## src/rtl/p18_spi_pkg.sv

```systemverilog
// Shared definitions for the breakout SPI host and its controller.
package p18_spi_pkg;

    // Frame geometry, matched to the breakout slave.
    localparam int P18_SPI_WORD_WIDTH = 16;
    localparam int P18_SPI_STATE_SIZE = 21;

    // Host sequencer states.
    typedef enum logic [2:0] {
        ST_IDLE,
        ST_ASSERT,
        ST_FETCH,
        ST_LOW,
        ST_HIGH,
        ST_RELEASE,
        ST_GAP
    } p18_spi_state_e;

    // Command opcodes carried in the top nibble of a command word.
    localparam logic [3:0] P18_OP_NOP     = 4'h0;
    localparam logic [3:0] P18_OP_LINE_WR = 4'h1;
    localparam logic [3:0] P18_OP_READ    = 4'h2;
    localparam logic [3:0] P18_OP_RESET   = 4'h3;

    // Builds a command word from an opcode and a 12-bit payload.
    function automatic logic [P18_SPI_WORD_WIDTH-1:0] p18_make_cmd(
        input logic [3:0]  op,
        input logic [11:0] payload
    );
        return {op, payload};
    endfunction

endpackage

```

## src/rtl/p18_spi_div.sv

```systemverilog
// Phase counter: ticks on the last clk of every CLK_DIV-cycle phase.
module p18_spi_div #(
    parameter int CLK_DIV = 4
) (
    input  logic clk,
    input  logic nRst,
    input  logic i_clr,
    output logic o_tick
);
    localparam int CW = $clog2(CLK_DIV);

    logic [CW-1:0] r_cnt;

    assign o_tick = (r_cnt == CW'(CLK_DIV - 1));

    // Count phase cycles; restart at each FSM state change or phase wrap.
    always_ff @(posedge clk or negedge nRst) begin
        if (!nRst)                r_cnt <= '0;
        else if (i_clr || o_tick) r_cnt <= '0;
        else                      r_cnt <= r_cnt + 1'b1;
    end

endmodule

```

## src/rtl/p18_spi_host.sv

```systemverilog
// SPI mode-0 host: frames words on ss, shifts MSB-first, captures a state snapshot.
module p18_spi_host
    import p18_spi_pkg::*;
#(
    parameter int CLK_DIV    = 4,
    parameter int WORD_WIDTH = P18_SPI_WORD_WIDTH,
    parameter int STATE_SIZE = P18_SPI_STATE_SIZE
) (
    input  logic                  clk,
    input  logic                  nRst,
    input  logic                  start,
    input  logic                  word_valid,
    input  logic [WORD_WIDTH-1:0] word,
    input  logic                  word_last,
    output logic                  word_ready,
    output logic                  busy,
    output logic [STATE_SIZE-1:0] state_out,
    output logic                  state_valid,
    output logic                  sck,
    output logic                  ss,
    output logic                  mosi,
    input  logic                  miso
);
    localparam int BW = $clog2(WORD_WIDTH);
    localparam int CW = $clog2(STATE_SIZE + 1);

    p18_spi_state_e          r_state;
    p18_spi_state_e          w_next;
    logic                    w_tick;
    logic                    w_state_chg;
    logic [WORD_WIDTH-1:0]   r_shift;
    logic [BW-1:0]           r_bit_cnt;
    logic                    r_last;
    logic [STATE_SIZE-1:0]   r_cap;
    logic [CW-1:0]           r_cap_cnt;
    logic [STATE_SIZE-1:0]   r_state_out;
    logic                    r_state_valid;

    assign w_state_chg = (w_next != r_state);

    p18_spi_div #(.CLK_DIV(CLK_DIV)) u_div (
        .clk    (clk),
        .nRst   (nRst),
        .i_clr  (w_state_chg),
        .o_tick (w_tick)
    );

    // Pin and status outputs are pure decodes of state, so reset reaches the pins at once.
    assign sck         = (r_state == ST_HIGH);
    assign ss          = (r_state == ST_IDLE) || (r_state == ST_GAP);
    assign mosi        = ((r_state == ST_LOW) || (r_state == ST_HIGH)) && r_shift[WORD_WIDTH-1];
    assign word_ready  = (r_state == ST_FETCH);
    assign busy        = (r_state != ST_IDLE);
    assign state_out   = r_state_out;
    assign state_valid = r_state_valid;

    // FSM state register.
    always_ff @(posedge clk or negedge nRst) begin
        if (!nRst) r_state <= ST_IDLE;
        else       r_state <= w_next;
    end

    // Next-state decode; timed states advance on the phase tick.
    always_comb begin
        w_next = r_state;
        case (r_state)
            ST_IDLE:    if (start)      w_next = ST_ASSERT;
            ST_ASSERT:  if (w_tick)     w_next = ST_FETCH;
            ST_FETCH:   if (word_valid) w_next = ST_LOW;
            ST_LOW:     if (w_tick)     w_next = ST_HIGH;
            ST_HIGH: begin
                if (w_tick) begin
                    if (r_bit_cnt != '0) w_next = ST_LOW;
                    else if (r_last)     w_next = ST_RELEASE;
                    else                 w_next = ST_FETCH;
                end
            end
            ST_RELEASE: if (w_tick)     w_next = ST_GAP;
            ST_GAP:     if (w_tick)     w_next = ST_IDLE;
            default:                    w_next = ST_IDLE;
        endcase
    end

    // Transmit shifter: load on handshake, advance after each HIGH phase so mosi moves on LOW entry.
    always_ff @(posedge clk or negedge nRst) begin
        if (!nRst) begin
            r_shift   <= '0;
            r_bit_cnt <= '0;
            r_last    <= 1'b0;
        end else if (r_state == ST_FETCH && word_valid) begin
            r_shift   <= word;
            r_bit_cnt <= BW'(WORD_WIDTH - 1);
            r_last    <= word_last;
        end else if (r_state == ST_HIGH && w_tick && r_bit_cnt != '0) begin
            r_shift   <= r_shift << 1;
            r_bit_cnt <= r_bit_cnt - 1'b1;
        end
    end

    // Capture the leading miso bits on the last HIGH cycle; the count saturates at STATE_SIZE.
    always_ff @(posedge clk or negedge nRst) begin
        if (!nRst) begin
            r_cap     <= '0;
            r_cap_cnt <= '0;
        end else if (r_state == ST_IDLE && start) begin
            r_cap_cnt <= '0;
        end else if (r_state == ST_HIGH && w_tick && r_cap_cnt < CW'(STATE_SIZE)) begin
            r_cap     <= {r_cap[STATE_SIZE-2:0], miso};
            r_cap_cnt <= r_cap_cnt + 1'b1;
        end
    end

    // Publish a complete snapshot when leaving RELEASE; short transactions leave it untouched.
    always_ff @(posedge clk or negedge nRst) begin
        if (!nRst) begin
            r_state_out   <= '0;
            r_state_valid <= 1'b0;
        end else begin
            r_state_valid <= 1'b0;
            if (r_state == ST_RELEASE && w_tick && r_cap_cnt == CW'(STATE_SIZE)) begin
                r_state_out   <= r_cap;
                r_state_valid <= 1'b1;
            end
        end
    end

endmodule

```

## config.mk

```make
export PLATFORM = sky130hd
export DESIGN_NAME = p18_spi_host
export DESIGN_NICKNAME = d
export VERILOG_FILES = /design/src/rtl/p18_spi_pkg.sv /design/src/rtl/p18_spi_div.sv /design/src/rtl/p18_spi_host.sv
export SDC_FILE = /design/constraint.sdc
export NUM_CORES = 1
export LEC_CHECK = 0
export CAP_MARGIN = 25
export CORE_AREA = 3 3 103 105
export CTS_CLUSTER_DIAMETER = 50
export DETAILED_ROUTE_END_ITERATION = 12
export DIE_AREA = 0 0 106 108
export DONT_BUFFER_PORTS = 1
export GPL_ROUTABILITY_DRIVEN = 1
export GPL_TIMING_DRIVEN = 0
export PLACE_DENSITY_LB_ADDON = 0.2
export SLEW_MARGIN = 10
export SYNTH_ARGS = -nofsm -noshare
export SYNTH_HDL_FRONTEND = slang
export SYNTH_SLANG_ARGS = --single-unit
```

## constraint.sdc

```tcl
create_clock -name clk -period 1.75 [get_ports clk]
set_input_delay 0.35 -clock clk [delete_from_list [all_inputs] [get_ports clk]]
set_output_delay 0.35 -clock clk [all_outputs]
set_load 0.01 [all_outputs]
```

==> results of run 1 <==
metrics by stage:
| stage | std cells | power [mW] | hold slack (ns) | TNS (ns) |
|---|---|---|---|---|
| floorplan | 279 | 2.888 | 0.05441 | 0 |
| global placement | 412 | 3.066 | 0.05610 | -5.338 |
| detailed placement | 412 | 3.089 | 0.05612 | -5.350 |
| CTS | 429 | 4.673 | -0.3349 | -0.1795 |
| global route | 436 | 5.036 | -0.3473 | -0.2420 |
| finish | 436 | 4.725 | -0.3108 | -0.06214 |
sequential cells by signal (all words and copies together), names as in the netlist:
register and count:
state_out 21, r_bit_cnt 4, r_cap 21, r_last 1
r_shift 16, u_div.r_cnt 2, r_state 3, state_valid 1
r_cap_cnt 5
path summary, 6_finish.rpt:
path / from / to / cells after the start
setup / recovery: r_state[1] / mosi / 4
hold / removal: nRst / r_cap[15] / 0
setup reg to reg: u_div.r_cnt[0] / state_out[20] / 7
hold reg to reg: u_div.r_cnt[0] / u_div.r_cnt[0] / 1
max in group asynchronous: nRst / r_cap_cnt[3] / 0
min in group clk: word[0] / r_shift[0] / 2
layer usage:
metal	up-vias	global-route usage (%)
li1	1041	-
met1	1078	16.07
met2	40	20.45
met3	5	4.896
met4	0	4.533
met5	-	0
report_power, final:
group / internal [mW] / switching (mW) / total [mW]
logic: 0.517 / 0.522 / 1.04
clock network: 0.844 / 0.639 / 1.48
registers: 2.01 / 0.198 / 2.20
total: 3.37 / 1.36 / 4.73
cells by family after synthesis:
group / count (synthesis)
and+or+nand+nor: 91
DFF: 74
AOI/OAI and AO/OA: 40
buffers and inverters: 23
muxes: 46
adders and majority gates: 5
layout by cell type, fill, tap and decap left out, drive strengths merged, types with 2 or more instances in the layout:
master   netlist  routed
dfrtp         74      74
mux2          42      42
nand2         39      39
buf           14      22
nand3         17      17
o211ai        15      15
clkbuf         4      14
o21ai         10      10
nor3           7       7
inv            5       7
nor2           5       5
ha             5       5
a31oi          4       4
mux2i          4       4
nor2b          4       4
a21oi          3       3
nand4bb        3       3
or3            2       2
and3           2       2
nand4b         2       2
bufinv         0       2
or3b           1       2
what timing repair did:
| action | CTS | global route |
|---|---|---|
| pin swaps | 1 | 4 |
| endpoints found under the hold margin | 74 | 74 |
| setup endpoints to repair | 38 | 36 |
| gates resized for setup | 17 | 17 |
| setup buffers | 2 | 5 |
| gates cloned | 1 | 2 |
cell usage after synthesis, drive strengths merged (5+ instances only):
cell | n | area, um2
dfrtp | 74 | 1852
mux2 | 42 | 540.5
nand2 | 39 | 146.4
nand3 | 17 | 85.08
o211ai | 15 | 112.6
buf | 14 | 88.83
o21ai | 10 | 53.80
nor3 | 7 | 40.04
ha | 5 | 62.56
inv | 5 | 18.77
nor2 | 5 | 21.27
final cells by class:
cell class                      instances  share of cell area, %
Clock inverter                          5                  2.151
Inverter                                5                 0.4744
Tap cell                              133                  4.206
Buffer                                 17                  3.637
Timing Repair Buffer                    9                  1.961
Clock buffer                           10                  3.479
Multi-Input combinational cell        183                  37.22
Sequential cell                        74                  46.87
==> out/qor.txt, run 1 <==
crit-path max cell delay - 0.44 ns
cell area after layout - 3956 um2
Post-Route M1 WL - 3143 um
Final Cycle Share - 102.3%
area delta synth->final - 17.24%
Slew Viols, Final - 0
Syn. warnings - 0
xor-xnor portion of the synthesized cell area - 0%
Worst-Margin Slew - 0.5081 ns
Mapped Nets - 306
Critical Path, Cell by Cell - buf_6 -> nor2b_4 -> nor2b_4 -> o21a_1
main combinational cell family by area after synthesis - multiplexers
Min Hold Slack - -0.3108 ns
Die Height - 108 um
CP Capture Type - primary output
met2 wire length - 3305 um
I/O pins - 49
clock transition at the registers of the reported paths - 0.08 ns
post-synthesis mux area share - 17.20%
Post-synth EDFFs - 0
CTS root buf - clkbuf_8
Rows - 36
Die W - 106 um
GR Util All Layers - 12.84%
Pwr per Cell Area - 1194 nW/um2
storage element area - 1854 um2
drt via density - 4.963
Detail Route met3 WL - 348 um
footprint of the multi-input gates - 1473 um2
peak supply drop - 0.4901 mV
Setup CP Type - flip-flop to primary output
total wire length - 6838 um
async set or reset register ratio after synthesis - 100.0%
max_cap viols - 0
CTS tree - built
DRT antenna net count - 0
Critical-path top delay cell - dfrtp_1
Clock H-tree levels - 3
Hold Crit Class - input pin to async pin
TritonRoute pass-1 iters - 4
Fill cells - 972
clk sink count - 74
Seq/Total Area, Yosys - 54.88%
failing checks - hold timing, setup timing
kind of cell adding the most delay to the critical path - flip-flops
final worst clock skew - 0.01231 ns
number of global-route vias before repair - 2316
max layer used - met4
Req. time, crit path - 1.40 ns
Yosys cell types - 46
LEAKAGE - 1.881 nW
Inserted Diodes - 0
Placer Congestion - 0.7432
HPWL after detailed placement - 4488 um
via count - 2164
clock tree buffer depth - 2
synthesized area - 3374 um2
initial antenna violation count - 0
Final setup viols - 2
Skew-Pair Late Insertion Delay - 0.35 ns
CP startpoint kind - flip-flop
largest net degree at the start of global routing - 75
worst path bufs/invs - 1
first-pass GRT wire length - 11620 um
r2r setup slk - 0.08 ns
# DRC - 0
fin crit period - 1.791 ns
Max Clock Freq - 558.4 MHz
status - finished, violations left
pre-CTS setup slack - -0.1810 ns
placed standard-cell area - 3541 um2
RSZ-0062 raised after global routing - true
fin nets - 326
Synth Area in Simple Gates - 14.42%
Worst Slack Setup Final - -0.04096 ns
synthesis-stage register bit count - 74
Die Area - 11450 um2
CP most frequent cell - nor2b_4
Crit path arrival time - 1.44 ns
post-synthesis cell count - 279
GRT overflow - 0
compound-gate portion of the synthesized area - 8.009%
buffers added on ports - 0
CTS buffer count - 9
post-DR wirelength/cell - 15.68 um
Iter 0 DRT Violations - 54
adder-cell share of the synthesized area - 1.854%
share of cells above drive strength 1 - 23.76%
Synth Area per Inst - 12.09 um2
final hold vios - 74
Core ar. - 9729 um2
max_slew headroom - 66.13%
Synth Flop Type - dfrtp_1
final core occ - 40.66%
Initial Utilization - 34.68%
critical path peak fanout - 6
Power figures use the tool's default switching activity.
==> inputs of run 2 (changes only) <==
--- a/config.mk
+++ b/config.mk
@@ -7,7 +7,6 @@
 export LEC_CHECK = 0
 export CAP_MARGIN = 25
 export CORE_AREA = 3 3 103 105
-export CTS_CLUSTER_DIAMETER = 50
 export DETAILED_ROUTE_END_ITERATION = 12
 export DIE_AREA = 0 0 106 108
 export DONT_BUFFER_PORTS = 1
@@ -18,3 +17,4 @@
 export SYNTH_ARGS = -nofsm -noshare
 export SYNTH_HDL_FRONTEND = slang
 export SYNTH_SLANG_ARGS = --single-unit
+export TNS_END_PERCENT = 1
==> out/qor.txt, run 2 (same netlist as run 1, synthesis figures left out) <==
worst reg2reg startpoint - u_div.r_cnt[0] (unchanged)
fin crit period - 1.776 ns (was 1.791 ns)
via count - 2141 (was 2164)
Final setup viols - 2 (unchanged)
Hold Crit Class - input pin to async pin (unchanged)
critical path peak fanout - 10 (was 6)
Die W - 106 um (unchanged)
drt via density - 4.945 (was 4.963)
Critical-path top delay cell - dfrtp_1 (unchanged)
Iter 0 DRT Violations - 57 (was 54)
HPWL after detailed placement - 4488 um (unchanged)
Final Cycle Share - 101.5% (was 102.3%)
total wire length - 6832 um (was 6838 um)
Setup CP Type - flip-flop to primary output (unchanged)
CTS root buf - clkbuf_8 (unchanged)
Clock H-tree levels - 3 (unchanged)
clk sink count - 74 (unchanged)
number of global-route vias before repair - 2305 (was 2316)
r2r setup slk - 0.08 ns (about the same)
Skew-Pair Late Insertion Delay - 0.35 ns (about the same)
final hold vios - 74 (unchanged)
clock tree buffer depth - 2 (unchanged)
area delta synth->final - 15.80% (was 17.24%)
Critical Path, Cell by Cell - buf_2 -> clkbuf_4 -> and2_1 -> o21a_1 (was buf_6 -> nor2b_4 -> nor2b_4 -> o21a_1)
Initial Utilization - 34.68% (unchanged)
final worst clock skew - 0.01258 ns (was 0.01231 ns)
max_cap viols - 0 (unchanged)
storage element area - 1853 um2 (was 1854 um2)
Inserted Diodes - 0 (unchanged)
RSZ-0062 raised after global routing - true (unchanged)
CP Launch Point - r_state[0] (was r_state[1])
max_slew headroom - 66.96% (was 66.13%)
commonest non-fill, non-tap cells in the layout - dfrtp_1 (73), nand2_1 (39), mux2_1 (24), mux2_4 (18), nand3_1 (17) (was dfrtp_1 (72), nand2_1 (39), mux2_1 (24), mux2_4 (18), nand3_1 (17))
DRT antenna net count - 0 (unchanged)
clock transition at the registers of the reported paths - 0.08 ns (about the same)
kind of cell adding the most delay to the critical path - buffers and inverters (was flip-flops)
post-DR wirelength/cell - 15.78 um (was 15.68 um)
Max Clock Freq - 563.1 MHz (was 558.4 MHz)
failing checks - hold timing, setup timing (unchanged)
CP Capture Type - primary output (unchanged)
GR Util All Layers - 12.83% (was 12.84%)
Pwr per Cell Area - 1199 nW/um2 (was 1194 nW/um2)
worst reg-to-reg path cell count - 7 (unchanged)
I/O pins - 49 (unchanged)
CP endpoint - mosi (unchanged)
pre-CTS setup slack - -0.1810 ns (unchanged)
peak supply drop - 0.4910 mV (was 0.4901 mV)
Worst-Margin Slew - 0.4956 ns (was 0.5081 ns)
LEAKAGE - 1.865 nW (was 1.881 nW)
# DRC - 0 (unchanged)
fin nets - 323 (was 326)
CTS buffer count - 9 (unchanged)
Placer Congestion - 0.7432 (unchanged)
worst path bufs/invs - 2 (was 1)
Die Height - 108 um (unchanged)
Rows - 36 (unchanged)
Crit path arrival time - 1.43 ns (was 1.44 ns)
CTS tree - built (unchanged)
Req. time, crit path - 1.40 ns (about the same)
cell area after layout - 3908 um2 (was 3956 um2)
TritonRoute pass-1 iters - 4 (unchanged)
largest net degree at the start of global routing - 75 (unchanged)
Slew Viols, Final - 0 (unchanged)
first-pass GRT wire length - 11590 um (was 11620 um)
footprint of the multi-input gates - 1456 um2 (was 1473 um2)
share of cells above drive strength 1 - 23.33% (was 23.76%)
crit-path max cell delay - 0.36 ns (was 0.44 ns)
Die Area - 11450 um2 (unchanged)
initial antenna violation count - 0 (unchanged)
Pwr Total - 4.683 mW (was 4.725 mW)
Worst Slack Setup Final - -0.02595 ns (was -0.04096 ns)
GRT overflow - 0 (unchanged)
most common cell after layout, fill and taps aside - dfrtp_1 (unchanged)
CP startpoint kind - flip-flop (unchanged)
Fill cells - 984 (was 972)
status - finished, violations left (unchanged)
buffers added on ports - 0 (unchanged)
Core ar. - 9729 um2 (unchanged)
Sum Neg Setup Slack - -0.03769 ns (was -0.06214 ns)
final core occ - 40.16% (was 40.66%)
Reg-to-Reg End - state_out[1] (was state_out[20])
Min Hold Slack - -0.3100 ns (was -0.3108 ns)
placed standard-cell area - 3541 um2 (unchanged)
CP Depth - 4 (unchanged)
==> run 2: how the worst min path moves through the flow <==
stage | startpoint | endpoint | depth (start not counted)
final | nRst | r_cap[15] | 0
after global routing | nRst | state_out[16] | 0
after CTS | nRst | r_shift[7] | 0
after detailed placement | nRst | state_out[16] | 0
after global placement | nRst | state_out[16] | 0
after floorplan | nRst | r_bit_cnt[0] | 0
==> run 2: timing repair <==
item,CTS,global route
buffers inserted,1,4
hold endpoints to repair,74,74
gates cloned,0,2
pin swaps,1,3
resized for setup,17,16
setup endpoints to repair,38,36
==> run 2: worst register-to-register path: cells and delay by family, from the launching register on <==
family / cells / cell delay [ns]
mux: 1 / 0.33
fa+ha+maj: 1 / 0.20
flops: 1 / 0.36
buf+inv: 3 / 0.45
simple gates: 2 / 0.24
==> run 2: where the power goes <==
| part | switching (mW) | leakage [nW] | internal, mW |
|---|---|---|---|
| sequential | 0.197 | 0.973 | 2.01 |
| combinational | 0.511 | 0.783 | 0.487 |
| clock | 0.638 | 0.109 | 0.844 |
==> run 2: area by class of cell <==
type / instances / area share (%)
inverter: 5 / 0.4803
tap: 133 / 4.259
sequential: 74 / 47.42
timing repair buffer: 7 / 1.377
buffer: 17 / 3.490
clock inverter: 5 / 2.177
multi-input combinational: 182 / 37.27
clock buffer: 10 / 3.522
==> run 2: through the flow <==
step | cells | hold slack (ns)
6_report | 433 | -0.3100
5_1_grt | 433 | -0.3473
4_1_cts | 427 | -0.3349
3_5_place_dp | 412 | 0.05612
3_3_place_gp | 412 | 0.05610
2_1_floorplan | 279 | 0.05441
==> run 2: metal layers <==
layer	vias to the layer above	global-route usage [%]	share of wire, %
li1	1033	-	-
met3	5	4.896	5.3
met4	0	4.533	0.60
met1	1065	16.07	46
met2	38	20.40	48
met5	-	0	0
